`config.mk`:
```
export PLATFORM = sky130hd
export DESIGN_NAME = uart_rx_64
export DESIGN_NICKNAME = d
export VERILOG_FILES = /design/src/rtl/atomik_uart_pkg.sv /design/src/rtl/uart_rx_byte.sv /design/src/rtl/uart_rx_64.sv
export SDC_FILE = /design/constraint.sdc
export NUM_CORES = 1
export LEC_CHECK = 0
export ABC_AREA = 0
export CAP_MARGIN = 20
export CORE_ASPECT_RATIO = 1.25
export CORE_MARGIN = 3
export CORE_UTILIZATION = 53
export DETAILED_ROUTE_END_ITERATION = 16
export DONT_BUFFER_PORTS = 1
export PLACE_DENSITY = 0.71
export SLEW_MARGIN = 20
export SYNTH_ARGS = -nofsm -noshare
export SYNTH_HDL_FRONTEND = slang
export SYNTH_HIERARCHICAL = 1
export SYNTH_SLANG_ARGS = --single-unit
```
`constraint.sdc`:
```
create_clock -name clk -period 2 [get_ports clk]
set_input_delay 0.2 -clock clk [delete_from_list [all_inputs] [get_ports clk]]
set_output_delay 0.2 -clock clk [all_outputs]
set_load 0.01 [all_outputs]
```
`src/rtl/atomik_uart_pkg.sv`:
```
// Shared definitions for the ATOMiK 64-bit UART pair: byte-FSM state codes,
// word geometry and the bit-period helper.
package atomik_uart_pkg;

    localparam logic [2:0] ST_IDLE      = 3'd0;
    localparam logic [2:0] ST_START     = 3'd1;
    localparam logic [2:0] ST_DATA      = 3'd2;
    localparam logic [2:0] ST_STOP      = 3'd3;
    localparam logic [2:0] ST_WAIT_HIGH = 3'd4;

    localparam int BYTES_PER_WORD = 8;

    function automatic int clks_per_bit(input int clk_freq, input int baud_rate);
        return clk_freq / baud_rate;
    endfunction

endpackage

```
`src/rtl/uart_rx_byte.sv`:
```
// 8N1 byte receiver: 2-FF synchronizer, mid-bit sampling FSM and framing check.
// byte_done and start_accepted are same-cycle strobes for the word assembler.
module uart_rx_byte
    import atomik_uart_pkg::*;
#(
    parameter int CLKS_PER_BIT = 234
) (
    input  logic       clk,
    input  logic       rst_n,
    input  logic       rx_line,
    output logic [7:0] byte_data,
    output logic       byte_done,
    output logic       start_accepted,
    output logic       fsm_idle,
    output logic       rx_busy,
    output logic       frame_error
);

    localparam int HALF_BIT = CLKS_PER_BIT / 2;
    localparam int CNT_W    = $clog2(CLKS_PER_BIT + 1);

    logic             sync1_reg;
    logic             sync2_reg;
    logic [1:0]       warm_reg;
    logic             armed_reg;
    logic [2:0]       state_reg;
    logic [CNT_W-1:0] cnt_reg;
    logic [2:0]       bit_reg;
    logic [7:0]       shift_reg;
    logic             busy_reg;
    logic             fe_reg;

    logic line;
    logic ready;
    logic half_tick;
    logic bit_tick;

    assign line      = sync2_reg;
    // The synchronizer holds reset values for two edges after release.
    assign ready     = (warm_reg == 2'd2);
    assign half_tick = (cnt_reg == CNT_W'(HALF_BIT - 1));
    assign bit_tick  = (cnt_reg == CNT_W'(CLKS_PER_BIT - 1));

    assign fsm_idle       = (state_reg == ST_IDLE);
    assign start_accepted = fsm_idle && ready && armed_reg && !line;
    assign byte_done      = (state_reg == ST_STOP) && bit_tick && line;
    assign byte_data      = shift_reg;
    assign rx_busy        = busy_reg;
    assign frame_error    = fe_reg;

    always_ff @(posedge clk) begin
        if (!rst_n) begin
            sync1_reg <= 1'b1;
            sync2_reg <= 1'b1;
            warm_reg  <= 2'd0;
            armed_reg <= 1'b1;
            state_reg <= ST_IDLE;
            cnt_reg   <= '0;
            bit_reg   <= 3'd0;
            shift_reg <= 8'd0;
            busy_reg  <= 1'b0;
            fe_reg    <= 1'b0;
        end else begin
            sync1_reg <= rx_line;
            sync2_reg <= sync1_reg;
            fe_reg    <= 1'b0;
            if (warm_reg != 2'd2)
                warm_reg <= warm_reg + 2'd1;
            // First genuine line sample after reset: a low line must not start a byte.
            if (warm_reg == 2'd1)
                armed_reg <= sync1_reg;

            case (state_reg)
                ST_IDLE: begin
                    if (ready && !line) begin
                        if (armed_reg) begin
                            state_reg <= ST_START;
                            cnt_reg   <= '0;
                            busy_reg  <= 1'b1;
                        end else begin
                            state_reg <= ST_WAIT_HIGH;
                        end
                    end
                end
                ST_START: begin
                    if (half_tick) begin
                        cnt_reg <= '0;
                        if (!line) begin
                            state_reg <= ST_DATA;
                            bit_reg   <= 3'd0;
                        end else begin
                            state_reg <= ST_IDLE;
                            busy_reg  <= 1'b0;
                        end
                    end else begin
                        cnt_reg <= cnt_reg + 1'b1;
                    end
                end
                ST_DATA: begin
                    if (bit_tick) begin
                        cnt_reg   <= '0;
                        shift_reg <= {line, shift_reg[7:1]};
                        if (bit_reg == 3'd7)
                            state_reg <= ST_STOP;
                        else
                            bit_reg <= bit_reg + 3'd1;
                    end else begin
                        cnt_reg <= cnt_reg + 1'b1;
                    end
                end
                ST_STOP: begin
                    if (bit_tick) begin
                        cnt_reg  <= '0;
                        busy_reg <= 1'b0;
                        if (line) begin
                            state_reg <= ST_IDLE;
                        end else begin
                            fe_reg    <= 1'b1;
                            state_reg <= ST_WAIT_HIGH;
                        end
                    end else begin
                        cnt_reg <= cnt_reg + 1'b1;
                    end
                end
                ST_WAIT_HIGH: begin
                    if (line) begin
                        state_reg <= ST_IDLE;
                        armed_reg <= 1'b1;
                    end
                end
                default: begin
                    state_reg <= ST_IDLE;
                    busy_reg  <= 1'b0;
                end
            endcase
        end
    end

endmodule

```
`src/rtl/uart_rx_64.sv`:
```
// Reassembles eight received bytes (first byte in the MSBs) into a 64-bit word
// and discards partial words after an inter-byte idle timeout.
module uart_rx_64
    import atomik_uart_pkg::*;
#(
    parameter int CLK_FREQ     = 27_000_000,
    parameter int BAUD_RATE    = 115200,
    parameter int TIMEOUT_BITS = 20
) (
    input  logic        clk,
    input  logic        rst_n,
    input  logic        rx_line,
    output logic [63:0] data_out,
    output logic        data_valid,
    output logic        rx_busy,
    output logic        frame_error,
    output logic        timeout_error
);

    localparam int CLKS_PER_BIT   = clks_per_bit(CLK_FREQ, BAUD_RATE);
    localparam int TIMEOUT_CYCLES = TIMEOUT_BITS * CLKS_PER_BIT;
    localparam int TCNT_W         = $clog2(TIMEOUT_CYCLES + 1);
    localparam int IDX_W          = $clog2(BYTES_PER_WORD);

    logic [7:0] byte_data;
    logic       byte_done;
    logic       start_accepted;
    logic       fsm_idle;

    uart_rx_byte #(
        .CLKS_PER_BIT(CLKS_PER_BIT)
    ) u_byte (
        .clk            (clk),
        .rst_n          (rst_n),
        .rx_line        (rx_line),
        .byte_data      (byte_data),
        .byte_done      (byte_done),
        .start_accepted (start_accepted),
        .fsm_idle       (fsm_idle),
        .rx_busy        (rx_busy),
        .frame_error    (frame_error)
    );

    logic [IDX_W-1:0]  idx_reg;
    logic [TCNT_W-1:0] idle_cnt_reg;
    logic [63:0]       data_out_reg;
    logic              valid_reg;
    logic              timeout_reg;
    logic [7:0]        lane_reg [0:BYTES_PER_WORD-2];
    logic [63:0]       word_next;
    logic              timeout_hit;
    logic              last_byte;

    assign timeout_hit = fsm_idle && (idx_reg != '0) &&
                         (idle_cnt_reg == TCNT_W'(TIMEOUT_CYCLES - 1));
    assign last_byte   = (idx_reg == IDX_W'(BYTES_PER_WORD - 1));

    // Bytes 0..6 park in lanes; the eighth byte goes straight into data_out.
    genvar gi;
    generate
        for (gi = 0; gi < BYTES_PER_WORD - 1; gi++) begin : g_lane
            always_ff @(posedge clk) begin
                if (!rst_n)
                    lane_reg[gi] <= 8'd0;
                else if (byte_done && idx_reg == IDX_W'(gi))
                    lane_reg[gi] <= byte_data;
            end
            assign word_next[(BYTES_PER_WORD - 1 - gi) * 8 +: 8] = lane_reg[gi];
        end
    endgenerate
    assign word_next[7:0] = byte_data;

    always_ff @(posedge clk) begin
        if (!rst_n) begin
            idx_reg      <= '0;
            idle_cnt_reg <= '0;
            data_out_reg <= 64'd0;
            valid_reg    <= 1'b0;
            timeout_reg  <= 1'b0;
        end else begin
            valid_reg   <= 1'b0;
            timeout_reg <= 1'b0;

            // Timeout beats a coincident start edge, so that byte opens a fresh word.
            if (timeout_hit) begin
                timeout_reg  <= 1'b1;
                idx_reg      <= '0;
                idle_cnt_reg <= '0;
            end else if (start_accepted) begin
                idle_cnt_reg <= '0;
            end else if (fsm_idle && idx_reg != '0) begin
                idle_cnt_reg <= idle_cnt_reg + 1'b1;
            end

            if (frame_error) begin
                idx_reg <= '0;
            end else if (byte_done) begin
                if (last_byte) begin
                    data_out_reg <= word_next;
                    valid_reg    <= 1'b1;
                    idx_reg      <= '0;
                end else begin
                    idx_reg <= idx_reg + 1'b1;
                end
            end
        end
    end

    assign data_out      = data_out_reg;
    assign data_valid    = valid_reg;
    assign timeout_error = timeout_reg;

endmodule

```
[Yosys cells after proc, flatten, opt, wreduce, memory -nomap -nowiden]
Memory sizes are Yosys's and may differ from the RTL's. A register that Yosys moved wholly into a read port is not among the register bits.
Index checks and enable logic that the tools add are counted.
Operators by class
  $add $sub $neg: 5
  equality and inequality tests: 28
  multiplexer cells: 64
  bitwise logic cells: 11
  reductions and logical operators: 41
Operators by type and width (number)
  8-bit two-way mux: 11
  3-bit two-way mux: 15
  1-bit two-way mux: 33
  8-bit case mux with 3 select lines: 1
  3-bit equality test (second input constant): 6
  2-bit by 1-bit inequality test with 1-bit output (second input constant): 8
  1-bit logical AND: 15
  3-bit case mux with 5 select lines: 1
  13-bit by 1-bit adder with 13-bit output (second input constant): 1
  13-bit equality test (second input constant): 1
  3-bit by 2-bit equality test with 1-bit output (second input constant): 4
  6-bit AND reduction: 2
  3-bit AND reduction: 3
  8-bit by 1-bit adder with 8-bit output (second input constant): 1
  8-bit by 7-bit equality test with 1-bit output (second input constant): 1
  8-bit equality test (second input constant): 1
  1-bit logical NOT: 8
  1-bit OR: 7
  3-bit by 1-bit adder with 3-bit output (second input constant): 2
  3-bit by 1-bit equality test with 1-bit output (second input constant): 2
  3-bit logical NOT: 2
  2-bit inequality test (second input constant): 3
  3-bit case mux with 2 select lines: 1
  3-bit nonzero test: 2
  11 further kinds: 18
Storage, ports and cells
  flip-flop bits (word level): 111
  RAM bits: 56
  input port bits: 3
  output and inout port bits: 68
  logic and storage cells: 165
  memories: 1
Memories
  lane_reg: depth 7, width 8, rd ports 7, clocked after Yosys merged registers in 7, write ports 7, RTL line uart_rx_64.sv:49  | logic [7:0] lane_reg [0:BYTES_PER_WORD-2];

[Longest topological paths before layout]
  depth after elaboration: 8
  mapped depth: 12
  gate-level depth less buffers: 9

[Modules after synthesis]
Netlist, hierarchy kept.
By module, submodules not included
  uart_rx_64: times used 1, cells an instance 524, area an instance 5391.4 µm², sequential area each 3323.2 µm²
  uart_rx_byte: times used 1, cells an instance 172, area an instance 1516.5 µm², sequential area each 580.6 µm²

[Least setup slack after synthesis]
Ideal clock, no wire load.
  path type: register -> register
  start point: register u_byte.cnt_reg[0]
  end point: memory lane_reg[0][0] (enable)
  library setup time: 0.374 ns
  arrival time: 1.765 ns
  required time: 1.626 ns
  path slack: -0.138 ns
  cell stages (with the launch flop): 8
  path buffers: 1
  clock period less this slack: 2.138 ns
  path through: dfxtp_1 > ha_1 > nand4b_4 > nor3_1 > and3_1 > buf_2 > inv_2 > o21ai_1
RTL lines
  start: declaration: RTL line uart_rx_byte.sv:27  | logic [CNT_W-1:0] cnt_reg;
  start signal: assignment: RTL line uart_rx_byte.sv:96  | cnt_reg <= cnt_reg + 1'b1;
  start signal: assignment: RTL line uart_rx_byte.sv:108  | cnt_reg <= cnt_reg + 1'b1;
  start signal: assignment: RTL line uart_rx_byte.sv:122  | cnt_reg <= cnt_reg + 1'b1;
  end: declaration: RTL line uart_rx_64.sv:49

[Worst setup path in the final report]
  start point: register u_byte.cnt_reg[1]
  end point: register data_out_reg[20], in the netlist data_out[20] (read register of lane_reg)
On the way
  longest elaborated chain between the ends: 4
Ends and longest elaborated chain
  8-bit equality test: RTL line uart_rx_byte.sv:42  | assign bit_tick = (cnt_reg == CNT_W'(CLKS_PER_BIT - 1));
  1-bit logical AND (2 in a row): RTL line uart_rx_byte.sv:46  | assign byte_done = (state_reg == ST_STOP) && bit_tick && line;
  named net byte_done: RTL line uart_rx_64.sv:26  | logic byte_done;
  3-bit AND reduction (no source line)
  end: declaration: RTL line uart_rx_64.sv:46  | logic [63:0] data_out_reg;
The timed path passes the listed nets, and every way through them passes these cells.
A chain may end at the register's enable or synchronous reset.

==> results by group <==
Drt
  – Met3 routed WL: approximately 750 microns
  – Detailed Route WL: between 15000 and 20000 microns
  – DRC: 0
  – Highest Signal Layer: met4
  – DR vias/cell: 5.62
  – Initial DRC Count: 306
  – ANT nets after route: 0
  – WL per Instance: 16.7 microns
  – DRT met1 WL: about 6000 microns
  – Wire length on met2: ~8300 microns
  – First-pass DRT Iterations: 5
  – Via count: approximately 5000

CTS
  – CTS Root Cell: clkbuf_16
  – Longest Clk Path Bufs: 2
  – Clock sinks: between 150 and 200
  – Clock latency on the worst-skew pair: about 420 ps
  – CTS buffer count: 17
  – CTS tree: done
  – Clock H-tree levels: 4
  – Clk slew on worst S/H paths: ~70 ps

GRT
  – Vias in the first global route: roughly 4800
  – Total gr overflow: 0
  – Largest net degree at the start of global routing: 65
  – First-pass GRT wire length: 23200 microns
  – Total track usage: roughly 20%
  – Initial antenna violation count: 0

Yosys
  – Async S/R FF share, synth: 0%
  – EDFF count, synth: 56
  – Synth Flop Type: dfxtp_1
  – Synthesized cell area: slightly below 0.007 sq mm
  – Synth Instances: slightly below 700
  – Post-Syn Nets: 713
  – Synth Area per Inst: between 9 and 10 sq um
  – FF+latch count, synth: around 170
  – Synth cell types: 70
  – Sequential share of the synthesized area: 56.5%
  – Synth warn: 62

STA
  – Final Skew: 8.75 ps
  – Minimum clock period: between 2000 and 2500 ps
  – Max Slew Vio Count: 0
  – Number of setup violations in the final report: 30
  – Final worst-path cycle share: 102%
  – Rel. slew slack: about half
  – Fin. Hold Viols: 0
  – Unrepaired setup endpoints after global routing: true
  – Worst Setup Slack, final: -41.1 ps
  – Max Freq: 490 MHz
  – Worst slew pin tran: between 700 and 800 ps

Layout
  – Share of layout cells above drive strength 1: 20.4%
  – Number of flip-flops in the largest register: 64
  – Final core occ: between 60% and 70%
  – Area Overhead vs Synth: 19.6%
  – Finished Layout Cells: 910
  – Commonest non-fill, non-tap cell in the layout: nand2_1
  – Final #Nets: roughly 750
  – Most frequent cells in the layout: 144 x nand2_1, 109 x dfxtp_1, 71 x a21oi_1
  – ANT cells: 0
  – Final instance area: roughly 0.0083 sq mm

Worst setup path
  – CP startpoint kind: flop
  – Crit path cell chain: inv_2 > ha_4 > nand4b_4 > nor3_4 > and3_4 > nand2_2 > buf_6 > nor2_4 > buf_12 > clkbuf_16 > nand2_1 > a21oi_1
  – Worst Setup End Kind: flop
  – Critical Path Slowest Stage Cell: dfxtp_2
  – Worst-path fanout max: 8
  – Setup Crit Path Kind: reg -> reg
  – WP data required: 2350 ps
  – Critical path's largest stage delay: 320 ps
  – CP Data Arrival Time: 2390 ps

Run
  – Max_cap viols: 0

Placed design
  – Post-DP HPWL: ~9500 microns
  – Port buffer count: 0
  – GP Congestion: ~0.84
  – Post-Place Cells: 865
  – Cell Area, Placed: between 0.007 and 0.008 sq mm

Die
  – Die X: 108 microns
  – Row Count: 46
  – Die Area: around 0.014 sq mm
  – Chip Height: 134 microns
  – Initial Util: 54.3%
  – Core ar.: about 0.013 sq mm
  – Top-level port count: 71

Outcome
  – Violated checks: negative setup slack
  – Outcome: finished, violations left

Power
  – Worst ir drop on vdd: 0.000631 V
  – Pwr Density: around 890 mW/mm^2
  – Final Power: ~7400 uW
  – P_leak: 0.00306 uW

Worst hold path
  – HP Class: in -> reg
cell type report:
cell class / count / area [sq um]
clock inverters: 15 / 165
fillers: 967 / 4460
flip-flops and latches: 167 / 3910
well taps: 168 / 210
inverters: 13 / 48.8
repair buffers: 51 / 611
clock buffers: 17 / 425
multi-input cells: 479 / 2900
worst max-delay path, delay by kind of cell (launching register included):
family | cells | cell delay, ps
and+or+nand+nor | 6 | 810
DFF | 1 | 320
buffers and inverters | 4 | 530
AOI/OAI and AO/OA | 1 | 120
adders and majority gates | 1 | 150
through the flow:
step                hold WS [ps]  setup WS [ps]  setup TNS, ps
finish                      81.8          -41.1           -429
global route                80.6           -129          -6700
CTS                          105           2.83              0
detailed placement           279          -69.1          -2480
global placement             277          -8.95           -182
floorplan                    273          -22.8          -1260
cell usage after synthesis, drive strengths merged (2+ instances only):
cell type | number | area [sq um]
o22ai | 4 | 25.0
and3 | 17 | 106
nand3 | 16 | 85.1
xnor2 | 3 | 26.3
buf | 23 | 135
a21oi | 85 | 437
nor4 | 4 | 55.1
nor2b | 3 | 21.3
mux2i | 11 | 110
nand4b | 2 | 32.5
or3b | 2 | 17.5
nor3 | 6 | 35.0
nand3b | 4 | 42.5
nand4 | 6 | 58.8
o311a | 2 | 20.0
clkbuf | 14 | 53.8
o211ai | 3 | 22.5
edfxtp | 56 | 1680
o21ai | 8 | 51.3
or3 | 3 | 18.8
nand2b | 8 | 50.1
and2 | 51 | 320
o311ai | 4 | 35.0
a32o | 2 | 20.0
nor2 | 36 | 158
or4 | 2 | 18.8
nand2 | 157 | 592
dfxtp | 111 | 2220
ha | 14 | 175
nor4b | 3 | 38.8
xor2 | 6 | 52.6
inv | 13 | 48.8
logic make-up (layout without fill, tap and decap cells):
logic type | after synthesis | in the layout | synth area share (%)
buffers and inverters | 50 | 96 | 3.44
adder cells (fa/ha/maj) | 14 | 14 | 2.54
AND/OR/NAND/NOR | 324 | 324 | 24.4
multiplexers | 11 | 11 | 1.59
AO/OA/AOI/OAI | 121 | 121 | 10.4
flip-flops | 167 | 167 | 56.5
XOR/XNOR | 9 | 9 | 1.14
metal layers:
layer,vias to the layer above,track usage (%)
met5,-,0
met4,0,5.82
met3,21,5.24
met2,136,35.7
met1,2490,23.8
li1,2470,-
report_power, final:
group	internal, uW	switching (uW)	leakage [uW]	total [uW]
Combinational	188	274	0.00130	462
Sequential	3570	46.2	0.00147	3620
Clock	1870	1410	0.000284	3280
repair_timing:
action                                  CTS  global route
pin swaps                                 2             9
cloned                                    1             6
endpoints found under the hold margin    13             0
endpoints found under the setup margin   95            96
resized for setup                         7            28
hold buffers                              2             0
setup buffers                             1             4
final timing paths:
path | depth (start not counted) | start | to | slack (ps)
worst max-delay path | 12 | u_byte/cnt_reg[1]$_SDFFE_PN0P_ | data_out[20]$_SDFFE_PN0P_ | -40
worst min-delay path | 2 | rst_n | lane_reg[4][2]$_SDFFCE_PN0P_ | 80
worst max register to register | 12 | u_byte/cnt_reg[1]$_SDFFE_PN0P_ | data_out[20]$_SDFFE_PN0P_ | -40
worst min register to register | 1 | u_byte/sync1_reg$_SDFF_PN1_ | u_byte/line$_SDFF_PN1_ | 450
Power figures use the tool's default switching activity.
